<file path="config.mk">
export PLATFORM = sky130hd
export DESIGN_NAME = snake_game_ctrl
export DESIGN_NICKNAME = d
export VERILOG_FILES = /design/src/rtl/snake_game_ctrl.sv
export SDC_FILE = /design/constraint.sdc
export NUM_CORES = 1
export LEC_CHECK = 0
export ABC_CLOCK_PERIOD_IN_PS = 3840
export CAP_MARGIN = 20
export CORE_MARGIN = 2
export CORE_UTILIZATION = 50
export CTS_CLUSTER_DIAMETER = 150
export CTS_CLUSTER_SIZE = 24
export DETAILED_ROUTE_END_ITERATION = 7
export PLACE_DENSITY = 0.76
export SLEW_MARGIN = 10
export SYNTH_ARGS = -nofsm -noshare
export SYNTH_HDL_FRONTEND = slang
export SYNTH_SLANG_ARGS = --single-unit
</file>
<file path="constraint.sdc">
create_clock -name clk -period 3.84 [get_ports clk]
set_input_delay 0.768 -clock clk [delete_from_list [all_inputs] [get_ports clk]]
set_output_delay 0.768 -clock clk [all_outputs]
set_load 0.05 [all_outputs]
</file>
<file path="src/rtl/snake_game_ctrl.sv">
// Game-state controller for the snake: filters PS/2 bytes into commands, paces
// moves off VGA frame ticks and sequences IDLE/INIT/RUN/PAUSE/DEAD.
module snake_game_ctrl #(
  parameter int FRAMES_PER_MOVE = 4,
  parameter int DEAD_FRAMES     = 120
) (
  input  logic       clk,
  input  logic       reset,
  input  logic       key_pressed,
  input  logic [7:0] key_code,
  input  logic       Vsync,
  input  logic       died,
  output logic [1:0] dir,
  output logic       move_tick,
  output logic       init_snake,
  output logic       screen_black,
  output logic       screen_pause,
  output logic [2:0] state
);

  localparam int FW = (FRAMES_PER_MOVE > 1) ? $clog2(FRAMES_PER_MOVE) : 1;
  localparam int DW = (DEAD_FRAMES > 1) ? $clog2(DEAD_FRAMES) : 1;
  localparam logic [FW-1:0] FRAME_LAST = FW'(FRAMES_PER_MOVE - 1);
  localparam logic [DW-1:0] DEAD_LAST  = DW'(DEAD_FRAMES - 1);

  typedef enum logic [2:0] {
    S_IDLE  = 3'd0,
    S_INIT  = 3'd1,
    S_RUN   = 3'd2,
    S_PAUSE = 3'd3,
    S_DEAD  = 3'd4
  } state_t;

  state_t          state_q, state_d;
  logic [2:0]      key_sync_q, vs_sync_q;
  logic            skip_q, skip_d;
  logic [1:0]      dir_q, dir_d, next_dir_q, next_dir_d;
  logic [FW-1:0]   frame_cnt_q, frame_cnt_d;
  logic [DW-1:0]   dead_cnt_q, dead_cnt_d;
  logic            move_tick_q, move_tick_d;
  logic            init_snake_q, init_snake_d;
  logic            screen_black_q, screen_black_d;
  logic            screen_pause_q, screen_pause_d;

  logic            key_evt, frame_tick;
  logic            is_arrow, is_space, is_esc, arrow_ok;
  logic [1:0]      arrow_dir;

  // Two flops to synchronise, a third to detect the edge.
  assign key_evt    = key_sync_q[1] & ~key_sync_q[2];
  assign frame_tick = ~vs_sync_q[1] & vs_sync_q[2];

  always_comb begin
    skip_d    = skip_q;
    is_arrow  = 1'b0;
    is_space  = 1'b0;
    is_esc    = 1'b0;
    arrow_dir = 2'b00;
    if (key_evt && key_code != 8'hE0) begin
      if (key_code == 8'hF0) begin
        skip_d = 1'b1;
      end else if (skip_q) begin
        skip_d = 1'b0;
      end else begin
        case (key_code)
          8'h75:   begin is_arrow = 1'b1; arrow_dir = 2'b00; end
          8'h72:   begin is_arrow = 1'b1; arrow_dir = 2'b01; end
          8'h6B:   begin is_arrow = 1'b1; arrow_dir = 2'b10; end
          8'h74:   begin is_arrow = 1'b1; arrow_dir = 2'b11; end
          8'h29:   is_space = 1'b1;
          8'h76:   is_esc   = 1'b1;
          default: ;
        endcase
      end
    end
  end

  // Opposite headings share bit 1 and differ in bit 0.
  assign arrow_ok = is_arrow && !((arrow_dir[1] == dir_q[1]) && (arrow_dir[0] != dir_q[0]));

  always_comb begin
    state_d     = state_q;
    dir_d       = dir_q;
    next_dir_d  = next_dir_q;
    frame_cnt_d = frame_cnt_q;
    dead_cnt_d  = dead_cnt_q;
    move_tick_d = 1'b0;
    case (state_q)
      S_IDLE: begin
        if (is_space) state_d = S_INIT;
      end
      S_INIT: begin
        state_d = S_RUN;
      end
      S_RUN: begin
        if (died) begin
          state_d = S_DEAD;
        end else begin
          if (arrow_ok) next_dir_d = arrow_dir;
          if (frame_tick) begin
            if (frame_cnt_q == FRAME_LAST) begin
              frame_cnt_d = '0;
              move_tick_d = 1'b1;
              dir_d       = next_dir_q;
            end else begin
              frame_cnt_d = frame_cnt_q + 1'b1;
            end
          end
          if (is_space)    state_d = S_PAUSE;
          else if (is_esc) state_d = S_IDLE;
        end
      end
      S_PAUSE: begin
        if (is_space)    state_d = S_RUN;
        else if (is_esc) state_d = S_IDLE;
      end
      S_DEAD: begin
        if (frame_tick) begin
          if (dead_cnt_q == DEAD_LAST) state_d = S_IDLE;
          else dead_cnt_d = dead_cnt_q + 1'b1;
        end
        if (is_space)    state_d = S_INIT;
        else if (is_esc) state_d = S_IDLE;
      end
      default: state_d = S_IDLE;
    endcase

    if (state_d == S_INIT && state_q != S_INIT) begin
      dir_d       = 2'b11;
      next_dir_d  = 2'b11;
      frame_cnt_d = '0;
    end
    if (state_d == S_DEAD && state_q != S_DEAD) dead_cnt_d = '0;

    init_snake_d   = (state_d == S_INIT);
    screen_black_d = (state_d == S_IDLE);
    screen_pause_d = (state_d != S_RUN);
  end

  always_ff @(posedge clk) begin
    if (reset) begin
      state_q        <= S_IDLE;
      key_sync_q     <= 3'b000;
      vs_sync_q      <= 3'b111;
      skip_q         <= 1'b0;
      dir_q          <= 2'b11;
      next_dir_q     <= 2'b11;
      frame_cnt_q    <= '0;
      dead_cnt_q     <= '0;
      move_tick_q    <= 1'b0;
      init_snake_q   <= 1'b0;
      screen_black_q <= 1'b1;
      screen_pause_q <= 1'b1;
    end else begin
      state_q        <= state_d;
      key_sync_q     <= {key_sync_q[1:0], key_pressed};
      vs_sync_q      <= {vs_sync_q[1:0], Vsync};
      skip_q         <= skip_d;
      dir_q          <= dir_d;
      next_dir_q     <= next_dir_d;
      frame_cnt_q    <= frame_cnt_d;
      dead_cnt_q     <= dead_cnt_d;
      move_tick_q    <= move_tick_d;
      init_snake_q   <= init_snake_d;
      screen_black_q <= screen_black_d;
      screen_pause_q <= screen_pause_d;
    end
  end

  assign dir          = dir_q;
  assign move_tick    = move_tick_q;
  assign init_snake   = init_snake_q;
  assign screen_black = screen_black_q;
  assign screen_pause = screen_pause_q;
  assign state        = state_q;

endmodule

</file>
==> results of run 1 <==
-- worst min path at each step --
| stage | start | endpoint | depth (start not counted) |
|---|---|---|---|
| final | vs_sync_q[0] | vs_sync_q[1] | 1 |
| after global routing | vs_sync_q[0] | vs_sync_q[1] | 1 |
| after CTS | vs_sync_q[0] | vs_sync_q[1] | 1 |
| after detailed placement | vs_sync_q[0] | vs_sync_q[1] | 1 |
| after global placement | vs_sync_q[0] | vs_sync_q[1] | 1 |
| after floorplan | vs_sync_q[0] | vs_sync_q[1] | 1 |
-- metal layers --
layer,up-vias,track usage (%)
met3,2,6.28
met1,538,23.2
li1,573,-
met2,19,36.1
met5,-,0
met4,0,4.58
-- flip-flops by register name (all words and copies together), names as in the netlist --
signal	count
dead_cnt_q	7
dir	2
frame_cnt_q	2
init_snake	1
key_sync_q	3
move_tick	1
next_dir_q	2
screen_black	1
screen_pause	1
skip_q	1
state	3
vs_sync_q	3
-- metrics by stage --
step,utilization (%),area [um2],instances
after floorplan,-,1280,144
after global placement,61.9,1520,192
after detailed placement,61.9,1520,192
after CTS,63.1,1550,196
after global routing,63.1,1550,196
final,63.1,1550,196
-- layout make-up --
class                           instances  area [um2]
Clock buffer                            3        22.5
Clock inverter                          1        7.51
Fill cell                             219         906
Inverter                                4        15.0
Multi-Input combinational cell        110         716
Sequential cell                        27         541
Tap cell                               30        37.5
Timing Repair Buffer                   21         210
-- cell families after synthesis --
family | count (synthesis) | synth area share, %
simple gates | 67 | 30.2
compound gates | 32 | 17.2
flops | 27 | 42.1
buf+inv | 7 | 2.14
xor+xnor | 6 | 4.09
mux | 3 | 2.34
fa+ha+maj | 2 | 1.95
-- power breakdown --
| part | internal [mW] | total, mW | leakage (nW) | switching, mW |
|---|---|---|---|---|
| combinational | 0.0173 | 0.0331 | 0.340 | 0.0158 |
| sequential | 0.283 | 0.284 | 0.219 | 0.00112 |
| clock | 0.0399 | 0.124 | 0.0139 | 0.0838 |
| total | 0.340 | 0.441 | 0.573 | 0.101 |
-- worst max-delay path, stage by stage --
cell and delay, ps:
clkdlybuf4s50_1 540, nor4bb_1 460, nand3_1 190, and3_1 200, o311ai_0 630, o211ai_1 180
-- cells in the final DEF, fill, tap and decap left out, types with 2 or more instances in the layout --
cell type and count:
o211ai_1 3, xor2_1 5, a31oi_1 2, o31ai_1 2, dfxtp_1 27, a21o_1 2, mux2i_1 3, o21ai_0 6
and4b_1 3, or2_2 3, clkdlybuf4s50_1 21, nor3_1 5, nand2_1 11, nor2_1 12, a21oi_1 10, nand4_1 4
nand3_1 4, or3_1 2, and3b_1 2, ha_1 2, nor2b_1 6, nand2b_1 5, clkbuf_4 3, inv_1 4
==> impl_results.md, run 1 <==
* First-pass GRT wire length at 4360 um
* WL met2 at 1350 um
* Relative slew slack at 52.2%
* RSZ-0062 raised after global routing: false
* Met1 wire length at 1170 um
* Post-synthesis sequential area ratio at 42.1%
* Max-slew violations at 0
* Flop-to-flop setup slack at 1670 ps
* CTS root buf: clkbuf_4
* Synth warn at 0
* Met3 wire len at 109 um
* Total power at 0.441 mW
* CTS resizes at 0
* Fin Clk Skew at 9.47 ps
* Ys async rst share at 0%
* CTS tree: done
* Mapped Nets at 159
* Count leader, synth: dfxtp_1
* Nets at 182
* Worst hold slack at 435 ps
* CP Capture Type: register
* Top-area cell type share of the netlist area at 42.1%
* Status: finished clean
* Clock edge transition at the registers on the reported setup and hold paths at 150 ps
* Fin crit period at 2770 ps
* Worst hold path type: reg2reg
* GRT overflow at 0
* CP arrival at 2960 ps
* Synthesized cell area at 1280 um2
* DRC at 0
* Final setup viols at 0
* Worst VDD drop at 352 uV
* Crit Path Class: in2reg
* Number of enable flip-flop cells after synthesis at 0
* Cells on worst reg2reg path at 5
* Worst Path Max Fanout at 5
* CTS Buf Count at 3
* Worst setup path endpoint: next_dir_q[1]
* Worst Setup Start Kind: input port
* Final hold violations at 0
* Initial Util at 52.3%
* DRT Wirelength at 2640 um
* Reg-to-reg endpoint: dead_cnt_q[5]
* Drt wl/cell at 13.5 um
* Slew @ Worst Pin at 709 ps
* Top post-synthesis cells by count: dfxtp_1 (27), nor2_1 (12), nand2_1 (11)
* Leak Pwr at 0.573 nW
* Row count at 18
* H-tree levels at 1
* Main flop type after synthesis: dfxtp_1
* TritonRoute pass-1 iters at 4
* PortBufs at 21
* Avg Inst Size Synth at 8.91 um2
* CTS Sinks at 27
* Reg-to-Reg Start: state[1]
* Yosys top cell by area: dfxtp_1
* Hold Buf Count CTS at 0
* PD cells at 285 nW/um2
* Max Fclk at 0.361 GHz
* CP startpoint: key_code[0]
* GPL Wtd Cong at 0.833
* Pin count of the biggest net entering global routing at 17
* Initial DRC Count at 8
* Max clock buf depth at 2
* Clock latency on the worst-skew pair at 330 ps
* Via count at 1,132
* Hpwl dp at 2030 um
* # IOs at 22
* Core box area at 2450 um2
* Cells after synthesis at 144
* Period utilization at 72.1%
* Initial antenna violation count at 0
* Max cap viols at 0
* Sum of negative setup slack at 0 ps
* Pre-CTS WS at 727 ps
* Fin worst setup slack at 1070 ps
* Die Y at 54.7 um
* Post-CTS setup buffer count at 0
* WP data required at 4030 ps
* Layout Area Growth over Synthesis at 20.7%
* Post-DR vias/cell at 5.78
* Number of synthesized register bits at 27
* Die ar. at 2990 um2
* Highest Signal Layer: met4
* DIE WIDTH at 54.7 um
* Layout cells sized above 1 at 6.02%
* # diodes at 0
* Routed Antenna Nets at 0
* Global Route Usage Sum at 20.2%
* Area contributors post-synth: dfxtp_1 (42%), a21oi_1 (3.9%), nor2_1 (3.5%)
* Synth cell types at 42
* Vias in the first global route at 1,012
Power figures use the tool's default switching activity.
==> inputs of run 2 (changes only) <==
--- a/config.mk
+++ b/config.mk
@@ -5,7 +5,7 @@
 export SDC_FILE = /design/constraint.sdc
 export NUM_CORES = 1
 export LEC_CHECK = 0
-export ABC_CLOCK_PERIOD_IN_PS = 3840
+export ABC_CLOCK_PERIOD_IN_PS = 2600
 export CAP_MARGIN = 20
 export CORE_MARGIN = 2
 export CORE_UTILIZATION = 50
==> constraint.sdc (replaced) <==
create_clock -name clk -period 2.6 [get_ports clk]
set_input_delay 0.52 -clock clk [delete_from_list [all_inputs] [get_ports clk]]
set_output_delay 0.52 -clock clk [all_outputs]
set_load 0.05 [all_outputs]
==> run 2 against run 1 <==
Sequential share of layout area down 1.8 points. Largest cell class unchanged. Critical path type unchanged. Wire length fell by 0.57%. Utilization grew 3.4 points. Die area stayed put. Critical path depth increased by 1. Clock power up 49%. Count of clock-buffer cells in the layout unchanged. Worst setup slack worse by 710 ps. First-iteration DRC count grew 75%. Final area grew 5.3%.
==> impl_results.md, run 2 (same netlist as run 1, synthesis figures left out) <==
* Status: finished clean
* Max clock buf depth at 2 (unchanged)
* Flop-to-flop setup slack at 530 ps (-1140 ps)
* Seq pwr share at 63.4% (-1.0 points)
* # diodes at 0 (unchanged)
* Hpwl dp at 2020 um (-0.25%)
* Vias in the first global route at 1,031 (+1.9%)
* Row count at 18 (unchanged)
* CTS Sinks at 27 (unchanged)
* Sum of negative setup slack at 0 ps (unchanged)
* Hold Buf Count CTS at 0 (unchanged)
* CTS Buf Count at 3 (unchanged)
* Max-slew violations at 0 (unchanged)
* PortBufs at 21 (unchanged)
* Clock edge transition at the registers on the reported setup and hold paths at 140 ps (about the same)
* Leading cell type in the layout, fill and taps excluded: dfxtp_1
* GRT overflow at 0 (unchanged)
* Final Instance Area at 1630 um2 (+5.3%)
* Biggest register: dead_cnt_q
* Via count at 1,151 (+1.7%)
* Nets at 193 (+6.0%)
* Multi-input gate area at 716 um2 (unchanged)
* Global Route Usage Sum at 19.7% (-0.52 points)
* Worst Path Max Fanout at 4 (-1)
* First-pass GRT wire length at 4280 um (-1.9%)
* Final hold violations at 0 (unchanged)
* CTS tree: done
* DIE WIDTH at 54.7 um (unchanged)
* Max reg flops at 7 (unchanged)
* TritonRoute pass-1 iters at 4 (unchanged)
* Drt wl/cell at 12.7 um (-5.9%)
* Most frequent cells in the layout: dfxtp_1 (27), clkdlybuf4s50_1 (21), nor2_1 (12)
* Fin Clk Skew at 2.83 ps (-6.64 ps)
* CP Capture Type: register
* Gate power share at 8.7% (+1.2 points)
* Clock network power share at 27.9% (-0.2 points)
* GPL Wtd Cong at 0.851 (+2.2%)
* Slew @ Worst Pin at 501 ps (-207 ps)
* Fin crit period at 2240 ps
* Period utilization at 86.3%
* Layout Area Growth over Synthesis at 27.1%
* Die ar. at 2990 um2 (unchanged)
* Sw frac at 23.0% (+0.20 points)
* Worst Setup Start Kind: input port
* Pin count of the biggest net entering global routing at 17 (unchanged)
* # IOs at 22 (unchanged)
* Post-DR vias/cell at 5.56 (-3.7%)
* CTS root buf: clkbuf_4
* P_int at 0.510 mW (+50%)
* DRT Wirelength at 2630 um (-0.57%)
* Post-DP Area at 1600 um2 (+5.4%)
* PD cells at 406 nW/um2 (+43%)
* Sequential Area at 541 um2 (unchanged)
* Max cap viols at 0 (unchanged)
* Filler Cells Inserted at 213 (-2.7%)
* Total power at 0.662 mW (+50%)
* WP data required at 2840 ps (-1190 ps)
* CP arrival at 2490 ps (-470 ps)
* Layout cells sized above 1 at 11.9% (+5.8 points)
* Max Fclk at 0.446 GHz
* Worst hold slack at 429 ps (-5.57 ps)
* Cells on worst reg2reg path at 5 (unchanged)
* Die Y at 54.7 um (unchanged)
* Hold Crit Depth at 1 (unchanged)
* H-tree levels at 1 (unchanged)
* DRC at 0 (unchanged)
* Worst hold path type: reg2reg
* Final setup viols at 0 (unchanged)
* CTS resizes at 0 (unchanged)
* Core box area at 2450 um2 (unchanged)
* Initial antenna violation count at 0 (unchanged)
* Initial DRC Count at 14 (+6)
* Worst VDD drop at 417 uV (+18%)
* Clock latency on the worst-skew pair at 330 ps (about the same)
* Switch Pwr at 0.153 mW (+51%)
* Routed Antenna Nets at 0 (unchanged)
* Crit Path Class: in2reg
* Leak Pwr at 0.626 nW (+9.2%)
* RSZ-0062 raised after global routing: false
* Initial Util at 52.3% (unchanged)
* Post-CTS setup buffer count at 0 (unchanged)
* Relative slew slack at 66.5% (+14 points)
==> run 2: cell count changes in the layout (fill, tap and decap cells not counted) <==
cell / before / now
buf_4: 0 / 11
==> run 2: critical path: stages <==
cell,delay [ps]
clkdlybuf4s50_1,500
nor4bb_1,430
nand2_1,120
or2_1,270
o31ai_1,230
o21ai_1,160
a41o_1,260
==> run 2: worst paths after layout <==
| kind | startpoint | endpoint |
|---|---|---|
| worst max register to register | state[1] | dead_cnt_q[5] |
| worst min-delay path | vs_sync_q[0] | vs_sync_q[1] |
| worst max-delay path | key_code[0] | screen_black |
| worst min register to register | vs_sync_q[0] | vs_sync_q[1] |
==> run 2: through the flow <==
step                      setup slack, ps  util (%)  instances
final                                 357      66.5        207
after global routing                  224      66.5        207
after CTS                             358      66.5        207
after detailed placement             23.7      65.2        203
after global placement               69.7      65.2        203
after floorplan                       383         -        144
==> run 2: area by class of cell <==
type | count | share of cell area [%]
tap | 30 | 2.30
timing repair buffer | 32 | 17.9
clock inverter | 1 | 0.460
inverter | 4 | 0.920
clock buffer | 3 | 1.38
multi-input combinational | 110 | 43.9
sequential | 27 | 33.1
==> run 2: routing by layer <==
layer	global-route usage (%)	wire length, um	vias to the layer above	share of wire (%)
li1	-	-	593	-
met1	23.5	1180	527	45
met2	34.7	1300	28	50
met3	6.56	137	3	5.2
met4	2.50	10	0	0.38
met5	0	0	-	0
==> run 2: power by group through the flow <==
stage | clock [mW] | combinational, mW | sequential (mW)
floorplan | 0 | 0.0214 | 0.428
global placement | 0 | 0.0560 | 0.429
detailed placement | 0 | 0.0572 | 0.429
CTS | 0.191 | 0.0576 | 0.420
global route | 0.208 | 0.0620 | 0.420
finish | 0.185 | 0.0579 | 0.420
==> inputs of run 3 (changes only) <==
--- a/config.mk
+++ b/config.mk
@@ -8,11 +8,12 @@
 export ABC_CLOCK_PERIOD_IN_PS = 2600
 export CAP_MARGIN = 20
 export CORE_MARGIN = 2
-export CORE_UTILIZATION = 50
+export CORE_UTILIZATION = 51
 export CTS_CLUSTER_DIAMETER = 150
 export CTS_CLUSTER_SIZE = 24
 export DETAILED_ROUTE_END_ITERATION = 7
-export PLACE_DENSITY = 0.76
+export PLACE_DENSITY = 0.77
+export RECOVER_POWER = 25
 export SLEW_MARGIN = 10
 export SYNTH_ARGS = -nofsm -noshare
 export SYNTH_HDL_FRONTEND = slang
==> run 3 against run 2 <==
Die area fell by 1.8%. Clock power barely moved. Combinational power fell by 4.0%. Largest power group unchanged.
==> impl_results.md, run 3 (same netlist as run 1, synthesis figures left out) <==
* Status: finished clean
* Relative slew slack at 56.5% (-10 points)
* Leak Pwr at 0.622 nW (-0.64%)
* Max clock buf depth at 2 (unchanged)
* PD cells at 404 nW/um2 (-0.41%)
* Levels on crit path at 1 (-6)
* PortBufs at 21 (unchanged)
* Hold Buf Count CTS at 0 (unchanged)
* Total power at 0.658 mW (-0.64%)
* Initial antenna violation count at 0 (unchanged)
* Row count at 18 (unchanged)
* RSZ-0062 raised after global routing: false
* Die ar. at 2930 um2 (-1.8%)
* CTS root buf: clkbuf_4
* Hpwl dp at 2180 um (+7.9%)
* Sum of negative setup slack at 0 ps (unchanged)
* Worst Setup Start Kind: register
* Cells on worst reg2reg path at 5 (unchanged)
* GRT overflow at 0 (unchanged)
* CP max stage delay at 880 ps (+380 ps)
* Nets at 193 (unchanged)
* Drt wl/cell at 13.4 um (+5.5%)
* Hold Crit Depth at 1 (unchanged)
* Switch Pwr at 0.151 mW (-1.3%)
* Global Route Usage Sum at 20.9% (+1.2 points)
* Post-CTS setup buffer count at 0 (unchanged)
* GPL Wtd Cong at 0.935 (+9.8%)
* Worst Path Max Fanout at 10 (+6)
* Max reg flops at 7 (unchanged)
* Core box area at 2430 um2 (-0.92%)
* CTS Sinks at 27 (unchanged)
* # placed instances at 203 (unchanged)
* Via count at 1,180 (+2.5%)
* Final cell count without fillers at 207 (unchanged)
* Max-slew violations at 0 (unchanged)
* Fin worst setup slack at 317 ps (-40.3 ps)
* Pin count of the biggest net entering global routing at 17 (unchanged)
* # diodes at 0 (unchanged)
* Period utilization at 87.8% (+1.6 points)
* DRC at 0 (unchanged)
* CTS Buf Count at 3 (unchanged)
* CTS tree: done
* Slowest CP cell: clkdlybuf4s50_1
* Leading cell type in the layout, fill and taps excluded: dfxtp_1
* Clock latency on the worst-skew pair at 320 ps (about the same)
* Die Y at 54.2 um (-0.91%)
* Layout cells sized above 1 at 11.3% (-0.56 points)
* Fin Clk Skew at 3.35 ps (+0.517 ps)
* Max Fclk at 0.438 GHz (-1.8%)
* Clock network power share at 27.8% (about the same)
* Top delay family on crit path: buffers and inverters
* Most frequent cells in the layout: dfxtp_1 (27), clkdlybuf4s50_1 (20), nor2_1 (12)
* Initial Util at 52.8% (+0.48 points)
* Seq pwr share at 63.8% (+0.4 points)
* CP Buf/Inv Count at 1 (unchanged)
* First-pass GRT wire length at 4490 um (+5.0%)
* Final hold violations at 0 (unchanged)
* Routed Antenna Nets at 0 (unchanged)
* Max cap viols at 0 (unchanged)
* Initial DRC Count at 26 (+12)
* Pre-CTS WS at 31.1 ps (+7.47 ps)
* P_int at 0.507 mW (-0.43%)
* DIE WIDTH at 54.2 um (-0.91%)
* WP data required at 2080 ps (-760 ps)
* Layout Area Growth over Synthesis at 26.8%
* Crit Path Class: reg2out
* Final setup viols at 0 (unchanged)
* Gate power share at 8.5% (-0.2 points)
* DRT Wirelength at 2770 um (+5.5%)
* Clock edge transition at the registers on the reported setup and hold paths at 150 ps (about the same)
* Critical Path, Cell by Cell: clkdlybuf4s50_1
* Worst hold slack at 428 ps (-1.11 ps)
* TritonRoute pass-1 iters at 4 (unchanged)
* H-tree levels at 1 (unchanged)
* CP arrival at 1760 ps (-730 ps)
* Post-DR vias/cell at 5.70 (+2.5%)
* Biggest register: dead_cnt_q
* Vias in the first global route at 1,139 (+10%)
* Fin crit period at 2280 ps (+40.3 ps)
* Worst hold path type: reg2reg
* Worst VDD drop at 301 uV (-28%)
* Slew @ Worst Pin at 652 ps (+151 ps)
* # IOs at 22 (unchanged)
* Sw frac at 22.9% (-0.16 points)
* CTS resizes at 0 (unchanged)
* CP Capture Type: output pin
## run 3: cell count changes in the layout (fill, tap and decap cells not counted)
cell / delta
dlygate4sd3_1: +1
buf_4: -1
clkbuf_1: +1
clkdlybuf4s50_1: -1
## run 3: worst paths after layout
| kind | startpoint | endpoint | slack [ps] |
|---|---|---|---|
| max | state[0] | state[0] | 320 |
| min | vs_sync_q[0] | vs_sync_q[1] | 430 |
| max reg2reg | state[1] | dead_cnt_q[5] | 480 |
| min reg2reg | vs_sync_q[0] | vs_sync_q[1] | 430 |
## run 3: layout make-up
class	instances	area, um2
well taps	30	37.5
fillers	215	805
inverters	4	15.0
flip-flops and latches	27	541
repair buffers	32	289
clock inverters	1	7.51
multi-input cells	110	716
clock buffers	3	22.5
## run 3: layer usage
metal / part of all wire, % / global-route usage, % / vias to the layer above
met5: 0 / 0 / -
met4: 1.0 / 8.75 / 0
met3: 4.0 / 2.50 / 5
met2: 51 / 39.8 / 29
met1: 44 / 22.8 / 555
li1: - / - / 591
## run 3: power groups by stage
stage | registers, mW | clock network, mW | logic, mW
after floorplan | 0.428 | 0 | 0.0214
after global placement | 0.428 | 0 | 0.0545
after global routing | 0.420 | 0.204 | 0.0608
after CTS | 0.420 | 0.192 | 0.0568
final | 0.420 | 0.183 | 0.0556
after detailed placement | 0.429 | 0 | 0.0565
## run 3: metrics by stage
step | utilization [%] | cell area [um2]
detailed placement | 65.8 | 1600
global route | 66.9 | 1630
CTS | 67.1 | 1630
floorplan | - | 1280
finish | 66.9 | 1630
global placement | 65.8 | 1600
